**src/rtl/digit_serial_pkg.sv**
```systemverilog
// digit_serial_pkg: FSM states and default digit geometry shared by the
// digit-serial driver and the adder bench.
package digit_serial_pkg;
   typedef enum logic [1:0] {IDLE, SHIFT, DRAIN, DONE} state_e;
   localparam int DEF_W = 3;
   localparam int DEF_N = 2;
   localparam int DEF_LATENCY = 0;
endpackage

```
**src/rtl/digit_piso.sv**
```systemverilog
// digit_piso: N*W-bit parallel-in, digit-serial-out shift register.
// The low digit of the register drives dout directly, so the output is a flop.
module digit_piso #(
   parameter int W = 3,
   parameter int N = 2
) (
   input  logic           clk,
   input  logic           reset,
   input  logic           load,
   input  logic           shift,
   input  logic [N*W-1:0] din,
   output logic [W-1:0]   dout
);
   logic [N*W-1:0] sr_q, sr_d;
   // Zeros shift in from the top, so dout returns to 0 after the last digit.
   always_comb sr_d = load ? din : shift ? sr_q >> W : sr_q;
   always_ff @(posedge clk) begin
      if (!reset) sr_q <= '0;
      else sr_q <= sr_d;
   end
   assign dout = sr_q[W-1:0];
endmodule

```
**src/rtl/digit_serial_driver.sv**
```systemverilog
// digit_serial_driver: serialises two parallel operands LSD-first into a
// digit-serial adder and reassembles the returned sum digits into out_sum.
module digit_serial_driver
   import digit_serial_pkg::*;
#(
   parameter int W = DEF_W,
   parameter int N = DEF_N,
   parameter int LATENCY = DEF_LATENCY
) (
   input  logic           clk,
   input  logic           reset,
   input  logic           in_valid,
   output logic           in_ready,
   input  logic [N*W-1:0] in_a,
   input  logic [N*W-1:0] in_b,
   output logic           first_digit,
   output logic           digit_valid,
   output logic [W-1:0]   a,
   output logic [W-1:0]   b,
   input  logic [W-1:0]   s,
   output logic           out_valid,
   input  logic           out_ready,
   output logic [N*W-1:0] out_sum
);
   localparam int CW = $clog2(N + LATENCY + 1);
   localparam logic [CW-1:0] LAST_SHIFT = CW'(N - 1);
   localparam logic [CW-1:0] LAST_DRAIN = CW'(N + LATENCY - 1);

   state_e         state_q, state_d;
   logic [CW-1:0]  cnt_q, cnt_d;
   logic           in_ready_q, in_ready_d;
   logic           first_digit_q, first_digit_d;
   logic           digit_valid_q, digit_valid_d;
   logic           out_valid_q, out_valid_d;
   logic [N*W-1:0] out_sum_q, out_sum_d;
   logic           accept, busy;

   assign accept = in_valid && in_ready_q;
   assign busy = state_q == SHIFT || state_q == DRAIN;

   digit_piso #(.W(W), .N(N)) u_piso_a (
      .clk(clk), .reset(reset), .load(accept), .shift(state_q == SHIFT), .din(in_a), .dout(a)
   );
   digit_piso #(.W(W), .N(N)) u_piso_b (
      .clk(clk), .reset(reset), .load(accept), .shift(state_q == SHIFT), .din(in_b), .dout(b)
   );

   always_ff @(posedge clk) begin
      if (!reset) begin
         state_q <= IDLE;
         cnt_q <= '0;
         in_ready_q <= 1'b0;
         first_digit_q <= 1'b0;
         digit_valid_q <= 1'b0;
         out_valid_q <= 1'b0;
         out_sum_q <= '0;
      end else begin
         state_q <= state_d;
         cnt_q <= cnt_d;
         in_ready_q <= in_ready_d;
         first_digit_q <= first_digit_d;
         digit_valid_q <= digit_valid_d;
         out_valid_q <= out_valid_d;
         out_sum_q <= out_sum_d;
      end
   end

   always_comb begin
      state_d = state_q;
      case (state_q)
         IDLE:    state_d = accept ? SHIFT : IDLE;
         SHIFT:   if (cnt_q == LAST_SHIFT) state_d = (LATENCY == 0) ? DONE : DRAIN;
         DRAIN:   if (cnt_q == LAST_DRAIN) state_d = DONE;
         DONE:    if (out_ready) state_d = IDLE;
         default: state_d = IDLE;
      endcase
   end

   // in_ready is registered from IDLE, so it rises one edge after IDLE is entered.
   always_comb begin
      cnt_d = accept ? '0 : busy ? cnt_q + 1'b1 : cnt_q;
      in_ready_d = state_q == IDLE && !accept;
      first_digit_d = accept;
      digit_valid_d = state_d == SHIFT;
      out_valid_d = state_d == DONE;
      out_sum_d = out_sum_q;
      if (busy && int'(cnt_q) >= LATENCY) out_sum_d[(int'(cnt_q) - LATENCY) * W +: W] = s;
   end

   assign in_ready = in_ready_q;
   assign first_digit = first_digit_q;
   assign digit_valid = digit_valid_q;
   assign out_valid = out_valid_q;
   assign out_sum = out_sum_q;
endmodule
```
**config.mk**
```make
export PLATFORM = sky130hd
export DESIGN_NAME = digit_serial_driver
export DESIGN_NICKNAME = d
export VERILOG_FILES = /design/src/rtl/digit_serial_pkg.sv /design/src/rtl/digit_piso.sv /design/src/rtl/digit_serial_driver.sv
export SDC_FILE = /design/constraint.sdc
export NUM_CORES = 1
export LEC_CHECK = 0
export CAP_MARGIN = 5
export CORE_MARGIN = 2
export CORE_UTILIZATION = 50
export DETAILED_ROUTE_END_ITERATION = 8
export PLACE_DENSITY = 0.95
export SLEW_MARGIN = 20
export SYNTH_ARGS = -nofsm -noshare
export SYNTH_HDL_FRONTEND = slang
export SYNTH_HIERARCHICAL = 1
export SYNTH_SLANG_ARGS = --single-unit
```
**constraint.sdc**
```tcl
create_clock -name clk -period 2.81 [get_ports clk]
set_input_delay 0.562 -clock clk [delete_from_list [all_inputs] [get_ports clk]]
set_output_delay 0.562 -clock clk [all_outputs]
set_load 0.005 [all_outputs]
```
After elaboration in Yosys (flattened, before gate mapping)
Index checks and enable logic that the tools add are counted.
{"block": "classes", "n_addsub": 2, "multipliers": 1, "n_div": 0, "n_lt_le_gt_ge": 0, "n_eq_ne": 6, "n_shift": 2, "muxes": 9, "n_bitwise": 1, "reduce_logical": 8}
{"op": "$neg 4->33", "n": 1}
{"op": "$shift 3x33->6 const A", "n": 1}
{"op": "$shiftx 3x33->6", "n": 1}
{"op": "$mux 6", "n": 4}
{"op": "$bwmux 6", "n": 1}
{"op": "$eq 2x1->1 const B", "n": 3}
{"op": "$eq 2x2->1 const B", "n": 3}
{"op": "$pmux 2 s3", "n": 1}
{"op": "$mul 2x2->4 const B", "n": 1}
{"op": "$mux 2", "n": 2}
{"op": "$reduce_or 2->1", "n": 2}
{"op": "$add 2x1->2 const B", "n": 1}
{"op": "$logic_and 1x1->1", "n": 2}
{"op": "$logic_not 2->1", "n": 1}
{"op": "$reduce_bool 2->1", "n": 1}
{"op": "$logic_not 1->1", "n": 1}
{"op": "$logic_or 1x1->1", "n": 1}
{"op": "$mux 1", "n": 1}
{"op": "$not 1->1", "n": 1}
{"block": "totals", "ff_bits": 26, "latch_bits": 0, "ram_bits": 0, "rom_bits": 0, "input_bits": 19, "out_inout_bits": 16, "wordCells": 38, "memories": 0}

Longest topological paths before layout
{"block": "depth", "depth_word": 4, "ltp_mapped": 6, "mapped_depth_nobuf": 5}

By module
The synthesis kept the hierarchy.
{"module": "digit_serial_driver", "instances": 1, "cells_each": 70, "area_per_inst_um2": 651.9, "seq_area_each_um2": 280.3}
{"module": "digit_piso", "instances": 2, "cells_each": 28, "area_per_inst_um2": 300.3, "seq_area_each_um2": 120.1}

Worst setup path after synthesis
OpenSTA, ideal clock, no wires.
{"block": "synth_timing", "kind": "input port to flip-flop", "from": "in in_valid", "to": "reg u_piso_a.sr_q[4]", "setup_ps": 70, "t_arrival_ps": 1359, "required_time_ps": 2740, "setup_slack_ps": 1381, "cell_stages": 5, "path_buffers": 1, "path_cell_list": "nand2_1 -> inv_1 -> buf_6 -> or3b_1 -> a21boi_1"}
{"block": "synth_between", "elab_chain_cells": 2, "elab_cells_between_ends": 3, "cone_classes": "mux: 1; reduce/logical: 2"}
{"element": "start, declared", "line_no": "digit_serial_driver.sv:12", "source": "input logic in_valid,"}
{"element": "$logic_and 1x1->1 (*)", "line_no": "digit_serial_driver.sv:38", "source": "assign accept = in_valid && in_ready_q;"}
{"element": "net accept", "line_no": "digit_serial_driver.sv:36", "source": "logic accept, busy;"}
{"element": "$mux 6 / $reduce_bool 2->1 (equally long branches)"}
{"element": "end signal, assigned", "line_no": "digit_piso.sv:19", "source": "else sr_q <= sr_d;"}
{"element": "end, declared", "line_no": "digit_piso.sv:14", "source": "logic [N*W-1:0] sr_q, sr_d;"}
The timed path passes the listed nets; every way through them passes the cells marked *.
A chain may end at the register's enable or synchronous reset.

Final worst setup path
{"block": "layout_timing", "from": "in in_valid", "to": "reg u_piso_a.sr_q[5]"}
Same word-level chain as after synthesis.

==> metrics.md <==
| Metric | Value |
|---|---|
| WL/cell | 13.71 µm |
| Maximum VDD drop | 347.1 µV |
| Pin count of the biggest net entering global routing | 25 |
| Starting utilization of the core area | 0.5149 |
| Non-filler cells, final | 185 |
| Endpoint type of the worst setup path | flip-flop |
| Count of input and output buffers | 34 |
| Lkg Pwr | 0.6660 nW |
| Worst r2r path cells | 5 |
| Multiplexer share of the synthesized area | 0.06194 |
| DRC | 0 |
| Fraction of layout cells with a size suffix above 1 | 0.09677 |
| Cells after DPL | 181 |
| Synth-to-Final Area Change | 28.57% |
| Unique masters post-synth | 29 |
| H-tree Lvls | 1 |
| Placeable core area | 2432 µm² |
| Clock transition at path regs | 140 ps |
| Hold bufs inserted after CTS | 0 |
| Post-synthesis net count | 152 |
| Initial antenna violation count | 0 |
| Leading cell type in the layout, fill and taps excluded | sky130_fd_sc_hd__clkdlybuf4s50_1 |
| Worst Tran Pin Value | 586.8 ps |
| Number of register bits inferred by synthesis | 26 |
| Max-cap violation count | 0 |
| Main combinational cell family by area after synthesis | simple AND/OR/NAND/NOR gates |
| Run status | completed |
| Width of the die | 54.05 µm |
| Required time of the critical path | 3060 ps |
| Setup Total Neg Slack | 0 ps |
| Delay of the slowest critical-path stage | 550 ps |
| Data arrival, critical path | 2130 ps |
| Cts repair resizes | 0 |
| Crit-path slowest cell | sky130_fd_sc_hd__or3b_2 |
| Syn_area_per_cell | 9.940 µm² |
| Ys Warns | 6 |
| Synthesized-area fraction occupied by adder cells | 0.06993 |
| Clock tree from TritonCTS | yes |
| Number of buffers between clock root and the deepest sink | 2 |
| Levels on crit path | 5 |
| Headroom to the max-slew limit | 0.6075 |
| Post-Syn Area | 1252 µm² |
| Number of vias per cell | 5.270 |
| Final ANT Viol Nets | 0 |
| Clock latency of the later-clocked register in the worst-skew pair | 320 ps |
| Unrepaired setup endpoints after global routing | no |
| Cell area power density | 491.5 nW/µm² |
| Top library cells by usage in the layout, fill and taps aside | 34 x sky130_fd_sc_hd__clkdlybuf4s50_1, 26 x sky130_fd_sc_hd__dfxtp_1, 17 x sky130_fd_sc_hd__nand2_1, 7 x sky130_fd_sc_hd__inv_1, 7 x sky130_fd_sc_hd__ha_1 |
| Vias after detailed routing | 975 |
| Num rows | 18 |
| DPL Wire Length | 1928 µm |
| Number of nets in the layout | 182 |
| Number of antenna repair diodes | 0 |
| Worst hold stages | 2 |
| # IOs | 35 |
| Share of the clock period used by the worst path | 0.6689 |
| Clock tree skew after final layout | 10.22 ps |
| Worst hold path class | reg -> reg |
| Max frequency | 0.5320 GHz |
| Finished Cell Area | 1610 µm² |
| Detailed Route WL | 2537 µm |
| Compound-Gate Fraction of Synth Area | 0.1528 |
| Number of CTS-inserted buffers | 3 |
| Gate count of the mapped netlist | 126 |
| First-pass GRT wire length | 3933 µm |
| Buffering stage count on the worst path with inverters included | 2 |
| Basic-gate share of the synthesized area counting and, or, nand and nor cells | 0.2138 |
| Max FO, Critical Path | 24 |
| Chip Height | 54.05 µm |
| Final global-route overflow total | 0 |
| Total clock sinks | 26 |
| Final Hold Violating Endpoints | 0 |
| Sequential cell area fraction in the yosys report | 0.4156 |
| Final setup fails | 0 |
| List of cells traversed by the critical path | clkdlybuf4s50_1 -> nand2_1 -> inv_1 -> or3b_2 -> a21boi_1 |
| Cell at the root of the clock tree | sky130_fd_sc_hd__clkbuf_4 |
| Final RePlAce weighted congestion | 0.7112 |
| Fin crit period | 1880 ps |
| Hold slack final | 468.8 ps |
| Dominant delay contributor by cell family on the critical path | buffers and inverters |
| Critical Setup Path Class | in -> reg |
| Via count of the first global-routing pass | 960 |
| Die outline area | 2921 µm² |
| Post-Synth XOR/XNOR Area | 0.006993 |
| Final Slew Violations | 0 |
| Category of the worst setup path launch point | primary input |
| Total setup buffers inserted after CTS | 0 |
| First-iteration detailed-routing DRC count | 18 |
| Area post-placement | 1558 µm² |
| Overall fraction of global-route tracks in use | 0.1861 |
| First-pass iteration count of the detailed router | 4 |
-- registers in the layout (all words and copies together), names as in the netlist --
signal,count
u_piso_b/sr_q,6
state_q,2
in_ready,1
digit_valid,1
out_sum,6
out_valid,1
u_piso_a/sr_q,6
cnt_q,2
first_digit,1
-- power breakdown --
| part | total [mW] | internal, mW | switching (mW) |
|---|---|---|---|
| Sequential | 0.400 | 0.388 | 0.0123 |
| Clock | 0.255 | 0.144 | 0.111 |
| Combinational | 0.136 | 0.0809 | 0.0552 |
-- synth_stat cells --
| cell type | instances | area, µm² |
|---|---|---|
| sky130_fd_sc_hd__mux2_2 | 6 | 67.56 |
| sky130_fd_sc_hd__nor2b_1 | 1 | 6.260 |
| sky130_fd_sc_hd__nand3b_1 | 1 | 7.510 |
| sky130_fd_sc_hd__buf_6 | 2 | 22.52 |
| sky130_fd_sc_hd__o311ai_4 | 1 | 26.28 |
| sky130_fd_sc_hd__and3_1 | 1 | 6.260 |
| sky130_fd_sc_hd__and3b_1 | 2 | 17.52 |
| sky130_fd_sc_hd__buf_2 | 1 | 5.000 |
| sky130_fd_sc_hd__o21a_1 | 1 | 7.510 |
| sky130_fd_sc_hd__nor3b_2 | 1 | 12.51 |
| sky130_fd_sc_hd__dfxtp_1 | 26 | 520.5 |
| sky130_fd_sc_hd__buf_4 | 6 | 45.04 |
| sky130_fd_sc_hd__a21oi_1 | 6 | 30.03 |
| sky130_fd_sc_hd__a21boi_0 | 2 | 15.01 |
| sky130_fd_sc_hd__o211a_1 | 6 | 60.06 |
| sky130_fd_sc_hd__nor2_1 | 5 | 18.77 |
| sky130_fd_sc_hd__o21ai_0 | 1 | 5.000 |
| sky130_fd_sc_hd__or3b_1 | 4 | 35.03 |
| sky130_fd_sc_hd__or2b_1 | 6 | 45.04 |
| sky130_fd_sc_hd__or3b_2 | 2 | 17.52 |
| sky130_fd_sc_hd__mux2i_1 | 1 | 10.01 |
| sky130_fd_sc_hd__xnor2_1 | 1 | 8.760 |
| sky130_fd_sc_hd__a21o_1 | 1 | 7.510 |
| sky130_fd_sc_hd__nand2_1 | 17 | 63.81 |
| sky130_fd_sc_hd__a21bo_2 | 1 | 10.01 |
| sky130_fd_sc_hd__inv_1 | 7 | 26.28 |
| sky130_fd_sc_hd__a21boi_1 | 4 | 30.03 |
| sky130_fd_sc_hd__nand4_1 | 6 | 37.54 |
| sky130_fd_sc_hd__ha_1 | 7 | 87.58 |
-- path summary, 6_finish.rpt --
| check | from | end | slack [ps] |
|---|---|---|---|
| hold / removal | out_sum[4] | out_sum[4] | 470 |
| hold reg to reg | out_sum[4] | out_sum[4] | 470 |
| setup / recovery | in_valid | u_piso_a/sr_q[5] | 930 |
| setup reg to reg | state_q[0] | digit_valid | 1220 |
-- stage by stage --
stage                     worst slack, ps  total power [mW]    util
after floorplan                      1381            0.4881       -
after global placement              749.1            0.5357  0.6404
after detailed placement            650.2            0.5435  0.6404
after CTS                            1003            0.7954  0.6620
after global routing                858.5            0.8200  0.6620
final                               930.4            0.7915  0.6620
-- cell type report --
| type | instances | area [µm²] |
|---|---|---|
| multi-input combinational | 84 | 633.1 |
| timing repair buffer | 34 | 340.3 |
| clock inverter | 1 | 30.03 |
| inverter | 7 | 26.28 |
| sequential | 26 | 520.5 |
| fill | 184 | 822.0 |
| clock buffer | 3 | 22.52 |
| tap | 30 | 37.54 |
-- routing by layer --
layer,GRT usage,routed length (µm),vias to the layer above,share of wire
met1,0.1897,1045,457,0.41
met4,0.06667,34,0,0.013
met3,0.03611,145,4,0.057
li1,-,-,485,-
met5,0,0,-,0
met2,0.3679,1312,29,0.52
-- cells by family (layout without fill, tap and decap cells) --
kind of cell,after synthesis,count (layout)
muxes,7,7
DFF,26,26
adders and majority gates,7,7
buffers and inverters,16,45
AOI/OAI and AO/OA,23,23
and+or+nand+nor,46,46
xor gates and xnor gates,1,1
-- worst register-to-register path: stages (launching register included) --
cell and delay, ps:
sky130_fd_sc_hd__dfxtp_1 440, sky130_fd_sc_hd__inv_1 70, sky130_fd_sc_hd__ha_1 450, sky130_fd_sc_hd__o21a_1 210
sky130_fd_sc_hd__o311ai_4 260, sky130_fd_sc_hd__nor2b_1 80
(Power assumes the default switching activity.)
